<file path="config.mk">
export PLATFORM = sky130hd
export DESIGN_NAME = dm_store_controller
export DESIGN_NICKNAME = d
export VERILOG_FILES = /design/src/rtl/dm_store_controller.sv
export SDC_FILE = /design/constraint.sdc
export NUM_CORES = 1
export LEC_CHECK = 0
export ABC_CLOCK_PERIOD_IN_PS = 6540
export CORE_UTILIZATION = 45
export DETAILED_ROUTE_END_ITERATION = 12
export MAX_ROUTING_LAYER = met4
export PLACE_DENSITY = 0.76
export SKIP_CTS_REPAIR_TIMING = 1
export SLEW_MARGIN = 20
export SYNTH_ARGS = -nofsm -noshare
export SYNTH_HDL_FRONTEND = slang
export SYNTH_SLANG_ARGS = --single-unit
</file>
<file path="constraint.sdc">
create_clock -name clk -period 6.54 [get_ports clk]
set_clock_uncertainty 0.15 [all_clocks]
set_input_delay 1.308 -clock clk [delete_from_list [all_inputs] [get_ports clk]]
set_output_delay 1.308 -clock clk [all_outputs]
set_load 0.02 [all_outputs]
</file>
<file path="src/rtl/dm_store_controller.sv">
// ============================================================================
// dm_store_controller : MEM-stage store path with read-modify-write for sub-DW
// Revision 1.0 : initial release
// ============================================================================
`default_nettype none

module dm_store_controller #(
    parameter int ADDR_W = 32
) (
    input  logic              clk,
    input  logic              rst,
    input  logic              i_valid,
    input  logic              i_mem_wr,
    input  logic [ADDR_W-1:0] i_mem_addr,
    input  logic [63:0]       i_mem_data,
    input  logic [1:0]        i_mem_req_unit,
    output logic              o_ready,
    output logic              o_staller,
    output logic              o_miss_aligned_error,
    output logic              o_done,
    output logic [ADDR_W-4:0] dm_addr,
    output logic              dm_rd_en,
    input  logic [63:0]       dm_rd_data,
    input  logic              dm_rd_valid,
    output logic              dm_wr_en,
    output logic [63:0]       dm_wr_data
);

    localparam logic [1:0] c_UNIT_B  = 2'b00;
    localparam logic [1:0] c_UNIT_HW = 2'b01;
    localparam logic [1:0] c_UNIT_W  = 2'b10;
    localparam logic [1:0] c_UNIT_DW = 2'b11;

    typedef enum logic [2:0] {
        S_IDLE    = 3'd0,
        S_RD      = 3'd1,
        S_RD_WAIT = 3'd2,
        S_WRITE   = 3'd3,
        S_ERR     = 3'd4
    } state_t;

    state_t            r_state;
    logic [2:0]        r_off;
    logic [1:0]        r_unit;
    logic [63:0]       r_data;
    logic [ADDR_W-4:0] r_dm_addr;
    logic              r_rd_en;
    logic              r_wr_en;
    logic              r_done;
    logic              r_err;
    logic [63:0]       r_wr_data;

    logic              w_accept;
    logic              w_misaligned;
    logic [63:0]       w_lane_mask;
    logic [63:0]       w_mask;
    logic [63:0]       w_merged;

    assign w_accept = (r_state == S_IDLE) && i_valid && i_mem_wr;

    always_comb begin
        w_misaligned = 1'b0;
        case (i_mem_req_unit)
            c_UNIT_HW: w_misaligned = (i_mem_addr[2:0] == 3'd7);
            c_UNIT_W:  w_misaligned = (i_mem_addr[2:0] >= 3'd5);
            c_UNIT_DW: w_misaligned = (i_mem_addr[2:0] != 3'd0);
            default:   w_misaligned = 1'b0;
        endcase
    end

    always_comb begin
        w_lane_mask = 64'h0000_0000_FFFF_FFFF;
        case (r_unit)
            c_UNIT_B:  w_lane_mask = 64'h0000_0000_0000_00FF;
            c_UNIT_HW: w_lane_mask = 64'h0000_0000_0000_FFFF;
            default:   w_lane_mask = 64'h0000_0000_FFFF_FFFF;
        endcase
    end

    // Mask confines the shifted store data, so upper bits beyond the unit drop out.
    assign w_mask   = w_lane_mask << {r_off, 3'b000};
    assign w_merged = (dm_rd_data & ~w_mask) | ((r_data << {r_off, 3'b000}) & w_mask);

    always_ff @(posedge clk or posedge rst) begin
        if (rst) begin
            r_state   <= S_IDLE;
            r_off     <= 3'd0;
            r_unit    <= 2'd0;
            r_data    <= 64'd0;
            r_dm_addr <= '0;
            r_rd_en   <= 1'b0;
            r_wr_en   <= 1'b0;
            r_done    <= 1'b0;
            r_err     <= 1'b0;
            r_wr_data <= 64'd0;
        end else begin
            r_rd_en <= 1'b0;
            r_wr_en <= 1'b0;
            r_done  <= 1'b0;
            r_err   <= 1'b0;
            case (r_state)
                S_IDLE: begin
                    if (w_accept) begin
                        r_off     <= i_mem_addr[2:0];
                        r_unit    <= i_mem_req_unit;
                        r_data    <= i_mem_data;
                        r_dm_addr <= i_mem_addr[ADDR_W-1:3];
                        if (w_misaligned) begin
                            r_state <= S_ERR;
                            r_err   <= 1'b1;
                        end else if (i_mem_req_unit == c_UNIT_DW) begin
                            r_state   <= S_WRITE;
                            r_wr_en   <= 1'b1;
                            r_done    <= 1'b1;
                            r_wr_data <= i_mem_data;
                        end else begin
                            r_state <= S_RD;
                            r_rd_en <= 1'b1;
                        end
                    end
                end
                S_RD: begin
                    r_state <= S_RD_WAIT;
                end
                S_RD_WAIT: begin
                    if (dm_rd_valid) begin
                        r_state   <= S_WRITE;
                        r_wr_en   <= 1'b1;
                        r_done    <= 1'b1;
                        r_wr_data <= w_merged;
                    end
                end
                S_WRITE, S_ERR: begin
                    r_state   <= S_IDLE;
                    r_dm_addr <= '0;
                end
                default: begin
                    r_state   <= S_IDLE;
                    r_dm_addr <= '0;
                end
            endcase
        end
    end

    assign o_ready              = (r_state == S_IDLE);
    assign o_staller            = i_valid & i_mem_wr & ~r_done & ~r_err;
    assign o_miss_aligned_error = r_err;
    assign o_done               = r_done;
    assign dm_addr              = r_dm_addr;
    assign dm_rd_en             = r_rd_en;
    assign dm_wr_en             = r_wr_en;
    assign dm_wr_data           = r_wr_data;

endmodule

`default_nettype wire
</file>
==> impl_results.md, run 1 <==
* Status: finished, final reports clean
* TritonCTS buffer count at 17
* Worst R2R Path Depth at 6
* Cells along the critical path: clkdlybuf4s50_1, nand2_1, nor3_1, clkdlybuf4s50_1
* Max_slew headroom at 31.3%
* HPWL Detailed at about 19000 um
* Worst hold path type: register to register
* Final net count at 1310
* FF-to-FF setup slack at 3.27 ns
* WP data arrival at roughly 2.8 ns
* Startpoint Class: input pin
* WP data required at roughly 5 ns
* Starting Density at 46.0%
* # Max-Cap Violations at 0
* Worst path slowest cell: clkdlybuf4s50_1
* Unrepaired setup endpoints after global routing: no
* Final non-filler cell total at 1385
* Ys async rst share at 100%
* Die Y at 138 um
* Root buffer cell: clkbuf_16
* CTS tree: built
* Ys flop type: dfrtp_1
* CORE AREA at about 18000 um^2
* Min Tclk post-route at 4.21 ns
* CP max FO at 5
* Final worst slack at 2.33 ns
* Finished Core Util at 64.2%
* EDFF count, synth at 0
* Syn Area/Cell at a little under 9 um^2
* Area grow syn2layout at 39.6%
* Worst setup EP type: primary output
* Leak at 4.94 nW
* DRT Wirelength at 27700 um
* Setup WS pre-CTS at 2.32 ns
* Synth Register Bits at between 150 and 200
* DRC at 0
* Num rows at 49
* Worst r2r dst: dm_wr_data[37]
* Bufs on Longest Clock Path at 2
* Fin. max-slew vios at 0
* CP max stage delay at around 0.65 ns
* Accumulated negative setup slack at 0 ns
* Most common cell after layout, fill and taps aside: clkdlybuf4s50_1
* Vias in the first global route at 7721
* GRT Resource Usage Total at 31.1%
* CTS H-tree depth at 4
* Fillers at 1513
* Reg area at approximately 4000 um^2
* Full die area at 18900 um^2
* IO Pins at approximately 270
* Post-Syn Area at around 8300 um^2
* Final Hold Fails at 0
* Via density at 5.74
* Clock Sinks at 160
* Most frequent cells in the layout: clkdlybuf4s50_1, nand2_1, dfrtp_1, a21oi_1, nor2_1
* Power Density at 533 nW/um^2
* Crit. Startpoint: i_valid
* Net count after synthesis at 1095
* Worst setup path end: o_staller
* Post-Synthesis Cells at 928
* Worst skew pair latency at 0.43 ns
* First DRT Iteration DRCs at a little under 800
* Dpl cells at 1353
* Worst-Margin Slew at a little over 1 ns
* R2R Path Start: r_off[0]
* First-pass GRT wire length at 42500 um
* Largest net degree at the start of global routing at 96
* Congestion Overflow GR at 0
* Clock slew at reported path FFs at 0.06 ns
* PortBufs at roughly 270
* Vias at 7943
* Post-synthesis sequential area ratio at 48.5%
* Cell variety after synth at 48
* Drt wl/cell at 20.0 um
* Antenna diodes at 0
* Fraction of layout cells with a size suffix above 1 at 5.10%
* Multi-input logic area at 3870 um^2
* VDD IR max at 0.303 mV
* DRT Pass-1 Iters at 5
* Die W at between 100 and 150 um
* Yosys warning count at 0
* Most frequent CP cell: clkdlybuf4s50_1
* Final setup viols at 0
* Fmax at about 240 MHz
* Initial antenna violation count at 0
* Routability Congestion at 0.885
* Crit share post-route at 64.4%
* Remaining antenna violation count after routing at 0
* Critical path type: input pin to primary output
## logic make-up after synthesis
logic type      share of synthesized area (%)
compound gates                           22.7
mux                                      6.22
buf+inv                                  5.09
flops                                    48.5
simple gates                             17.5
## power breakdown
part           leakage (nW)  switching (mW)  total [mW]  internal, mW
sequential             1.97           0.412        1.87          1.46
clock                 0.292           0.428        1.05         0.618
combinational          2.68            1.90        3.23          1.33
total                  4.94            2.74        6.15          3.41
## synth_stat cells (2+ instances only)
cell      number  area share, %
and2_1         4           0.30
a311oi_1       8           0.85
a21oi_1       61            3.7
nor2b_1       16            1.2
o21ai_0       54            3.3
buf_1          3           0.14
buf_4         11            1.0
o22ai_2        2           0.30
a211oi_1      22            2.0
o21ai_1        4           0.24
o211ai_1      34            3.1
nor3_1         6           0.36
o22ai_1       22            1.7
dfrtp_1      160             48
o31a_1         3           0.32
clkbuf_1      30            1.4
a22o_1        29            3.1
or3_1          8           0.61
nand2_1      243             11
nand3b_1       2           0.18
and2b_1        2           0.18
a31oi_1        8           0.61
inv_2          2          0.091
a21o_1         8           0.73
buf_2         33            2.0
buf_6          2           0.27
nand3_1        2           0.12
o21a_1        10           0.91
nor2_1        58            2.6
nand2b_1       4           0.30
a221oi_1       9           0.95
inv_1          5           0.23
mux2i_1       48            5.8
## worst max-delay path: cells and delay by family
kind,cells,cell delay (ns)
buffers and inverters,2,1.14
and+or+nand+nor,2,0.30
## registers in the layout, indices dropped and copies added (netlist names)
name                  flops
dm_wr_data               64
o_miss_aligned_error      1
r_unit                    2
dm_rd_en                  1
r_state                   3
dm_addr                  29
r_off                     3
r_data                   56
o_done                    1
## cell type report
type | instances | area share, %
Inverter | 7 | 0.271
Tap cell | 229 | 2.48
Clock inverter | 13 | 1.51
Sequential cell | 160 | 34.7
Timing Repair Buffer | 275 | 23.6
Clock buffer | 19 | 3.84
Multi-Input combinational cell | 682 | 33.5
## routing by layer
| layer | GRT usage (%) | routed length (um) | share of wire (%) |
|---|---|---|---|
| met1 | 41.1 | 11700 | 42 |
| met2 | 47.5 | 13000 | 47 |
| met3 | 6.92 | 2470 | 8.9 |
| met4 | 10.2 | 588 | 2.1 |
| met5 | - | 0 | 0 |
## how the worst min path moves through the flow
stage / endpoint / cells past startpoint / slack (ns) / from
2_1_floorplan: r_data[32] / 2 / 0.29 / r_data[32]
3_3_place_gp: r_data[33] / 2 / 0.31 / r_data[33]
3_5_place_dp: r_data[51] / 2 / 0.31 / r_data[51]
4_1_cts: r_data[52] / 2 / 0.33 / r_data[52]
5_1_grt: dm_wr_data[0] / 1 / 0.33 / dm_wr_data[0]
6_report: r_data[52] / 2 / 0.32 / r_data[52]
## metrics by stage
step           hold WS (ns)  power [mW]  instance area, um^2
2_1_floorplan         0.295        3.82                 8260
3_3_place_gp          0.306        4.99                10900
3_5_place_dp          0.312        5.05                10900
4_1_cts               0.328        6.13                11500
5_1_grt               0.334        6.51                11500
6_report              0.323        6.15                11500
Power figures use the tool's default switching activity.
==> run 2, diff against run 1 <==
--- a/config.mk
+++ b/config.mk
@@ -5,7 +5,7 @@
 export SDC_FILE = /design/constraint.sdc
 export NUM_CORES = 1
 export LEC_CHECK = 0
-export ABC_CLOCK_PERIOD_IN_PS = 6540
+export ABC_CLOCK_PERIOD_IN_PS = 3900
 export CORE_UTILIZATION = 45
 export DETAILED_ROUTE_END_ITERATION = 12
 export MAX_ROUTING_LAYER = met4
==> constraint.sdc (replaced) <==
create_clock -name clk -period 3.9 [get_ports clk]
set_clock_uncertainty 0.15 [all_clocks]
set_input_delay 0.78 -clock clk [delete_from_list [all_inputs] [get_ports clk]]
set_output_delay 0.78 -clock clk [all_outputs]
set_load 0.02 [all_outputs]
==> impl_results.md, run 2 (synthesis results as in run 1) <==
* Final net count at 1322 (was 1310)
* Final worst slack at 0.683 ns (was 2.33 ns)
* CTS H-tree depth at 4 (unchanged)
* WP data arrival at 2.29 ns (was 2.76 ns)
* Top Layer Used: met4 (unchanged)
* Power Density at 882 nW/um^2 (was 533 nW/um^2)
* First-pass GRT wire length at 41700 um (was 42500 um)
* DRT Pass-1 Iters at 5 (unchanged)
* Fmax at a little over 300 MHz
* Worst hold path type: register to register (unchanged)
* Unrepaired setup endpoints after global routing: no (unchanged)
* Fraction of layout cells with a size suffix above 1 at 5.82% (was 5.10%)
* Total power at 10.2 mW (was 6.15 mW)
* Drt wl/cell at 19.7 um (was 20.0 um)
* Routed wl met2 at 12700 um (was 13000 um)
* CP Buf/Inv Count at 2 (unchanged)
* CP max stage delay at 0.65 ns (about the same)
* Metal-1 WL at 11700 um (about the same)
* Final setup viols at 0 (unchanged)
* IO Pins at 266 (unchanged)
* WHS Path Cells at 2 (unchanged)
* Via density at 5.78 (was 5.74)
* Congestion Overflow GR at 0 (unchanged)
* Vias in the first global route at 7608 (was 7721)
* Leak at 4.97 nW (was 4.94 nW)
* Clock Sinks at 160 (unchanged)
* Worst path slowest cell: clkdlybuf4s50_1 (unchanged)
* CP max FO at 5 (unchanged)
* TritonCTS buffer count at 17 (unchanged)
* Setup WS pre-CTS at 0.693 ns (was 2.32 ns)
* CORE AREA at 18000 um^2 (unchanged)
* Vias at 8069 (was 7943)
* Remaining antenna violation count after routing at 0 (unchanged)
* Die Y at 138 um (unchanged)
* FF-to-FF setup slack at 0.97 ns (was 3.27 ns)
* Status: finished, final reports clean (unchanged)
* Critical path type: input pin to primary output (unchanged)
* Worst R2R Path Depth at 6 (unchanged)
* Routability Congestion at 0.909 (was 0.885)
* CTS tree: built (unchanged)
* Worst hold path endpoint: r_data[43] (was r_data[52])
* DRC at 0 (unchanged)
* Cells along the critical path: clkdlybuf4s50_1, nand2_1, nor3_1, clkdlybuf4s50_1 (unchanged)
* Starting Density at 46.0% (unchanged)
* Num rows at 49 (unchanged)
* Full die area at 18900 um^2 (unchanged)
* Hold Path Origin: r_data[43] (was r_data[52])
* Worst r2r dst: dm_wr_data[30] (was dm_wr_data[37])
* Bufs on Longest Clock Path at 2 (unchanged)
* Most frequent CP cell: clkdlybuf4s50_1 (unchanged)
* Max reg flops at 64 (unchanged)
* Hold_ws at 0.328 ns (was 0.323 ns)
* Crit share post-route at 82.5%
* # Max-Cap Violations at 0 (unchanged)
* Final Hold Fails at 0 (unchanged)
* Most frequent cells in the layout: clkdlybuf4s50_1, nand2_1, dfrtp_1, a21oi_1, nor2_1 (unchanged)
* Fin. max-slew vios at 0 (unchanged)
* Area grow syn2layout at 40.3% (was 39.6%)
* Accumulated negative setup slack at 0 ns (unchanged)
* First DRT Iteration DRCs at 794 (was 774)
* PortBufs at 265 (unchanged)
* Clock slew at reported path FFs at 0.06 ns (about the same)
* Worst-Margin Slew at 1.01 ns (was 1.03 ns)
* Initial antenna violation count at 0 (unchanged)
* Worst setup EP type: primary output (unchanged)
* Largest net degree at the start of global routing at 96 (unchanged)
* Min Tclk post-route at approximately 3.2 ns
* Cell family with the largest share of critical-path delay: buffers and inverters (unchanged)
* HPWL Detailed at 19500 um (was 19200 um)
* R2R Path Start: r_off[0] (unchanged)
* Die W at 138 um (unchanged)
* GRT Resource Usage Total at 30.7% (was 31.1%)
* Root buffer cell: clkbuf_16 (unchanged)
* Max_slew headroom at 32.6% (was 31.3%)
* WP data required at 2.97 ns (was 5.08 ns)
* Worst skew pair latency at 0.43 ns (about the same)
* VDD IR max at 0.479 mV (was 0.303 mV)
* Most common cell after layout, fill and taps aside: clkdlybuf4s50_1 (unchanged)
* DRT Wirelength at 27500 um (was 27700 um)
* Startpoint Class: input pin (unchanged)
* Met3 wire length at 2410 um (was 2470 um)
* Antenna diodes at 0 (unchanged)
-- run 2: area by class of cell --
type | count | area (um^2)
fillers | 1460 | 6370
repair buffers | 287 | 2840
multi-input cells | 682 | 3860
flip-flops and latches | 160 | 4010
clock buffers | 23 | 478
well taps | 229 | 287
clock inverters | 9 | 83.8
inverters | 7 | 30.0
-- run 2: routing by layer --
metal | track usage (%) | vias up
li1 | - | 3721
met1 | 40.6 | 3880
met2 | 46.3 | 411
met3 | 6.77 | 57
met4 | 10.9 | 0
met5 | - | -
-- run 2: worst max path at each step --
stage,cells past startpoint,startpoint,to
floorplan,1,rst,dm_addr[0]
global placement,4,i_valid,o_staller
detailed placement,4,i_valid,o_staller
CTS,4,i_valid,o_staller
global route,4,i_valid,o_staller
finish,4,i_valid,o_staller
-- run 2: report_power, final --
group	internal (mW)	switching, mW	leakage (nW)
clock	0.926	0.677	0.265
sequential	2.45	0.726	1.97
combinational	2.29	3.16	2.74
-- run 2: worst reg2reg max path: cells and delay by family, from the launching register on --
family | cells | cell delay, ns
flops | 1 | 0.92
mux | 2 | 0.80
buf+inv | 1 | 0.41
compound gates | 2 | 0.33
simple gates | 1 | 0.20
-- run 2: stage by stage --
stage	std cells	util, %	area [um^2]
final	1397	64.5	11600
after global routing	1397	64.5	11600
after CTS	1397	64.5	11600
after detailed placement	1365	61.4	11000
after global placement	1365	61.4	11000
after floorplan	928	-	8270
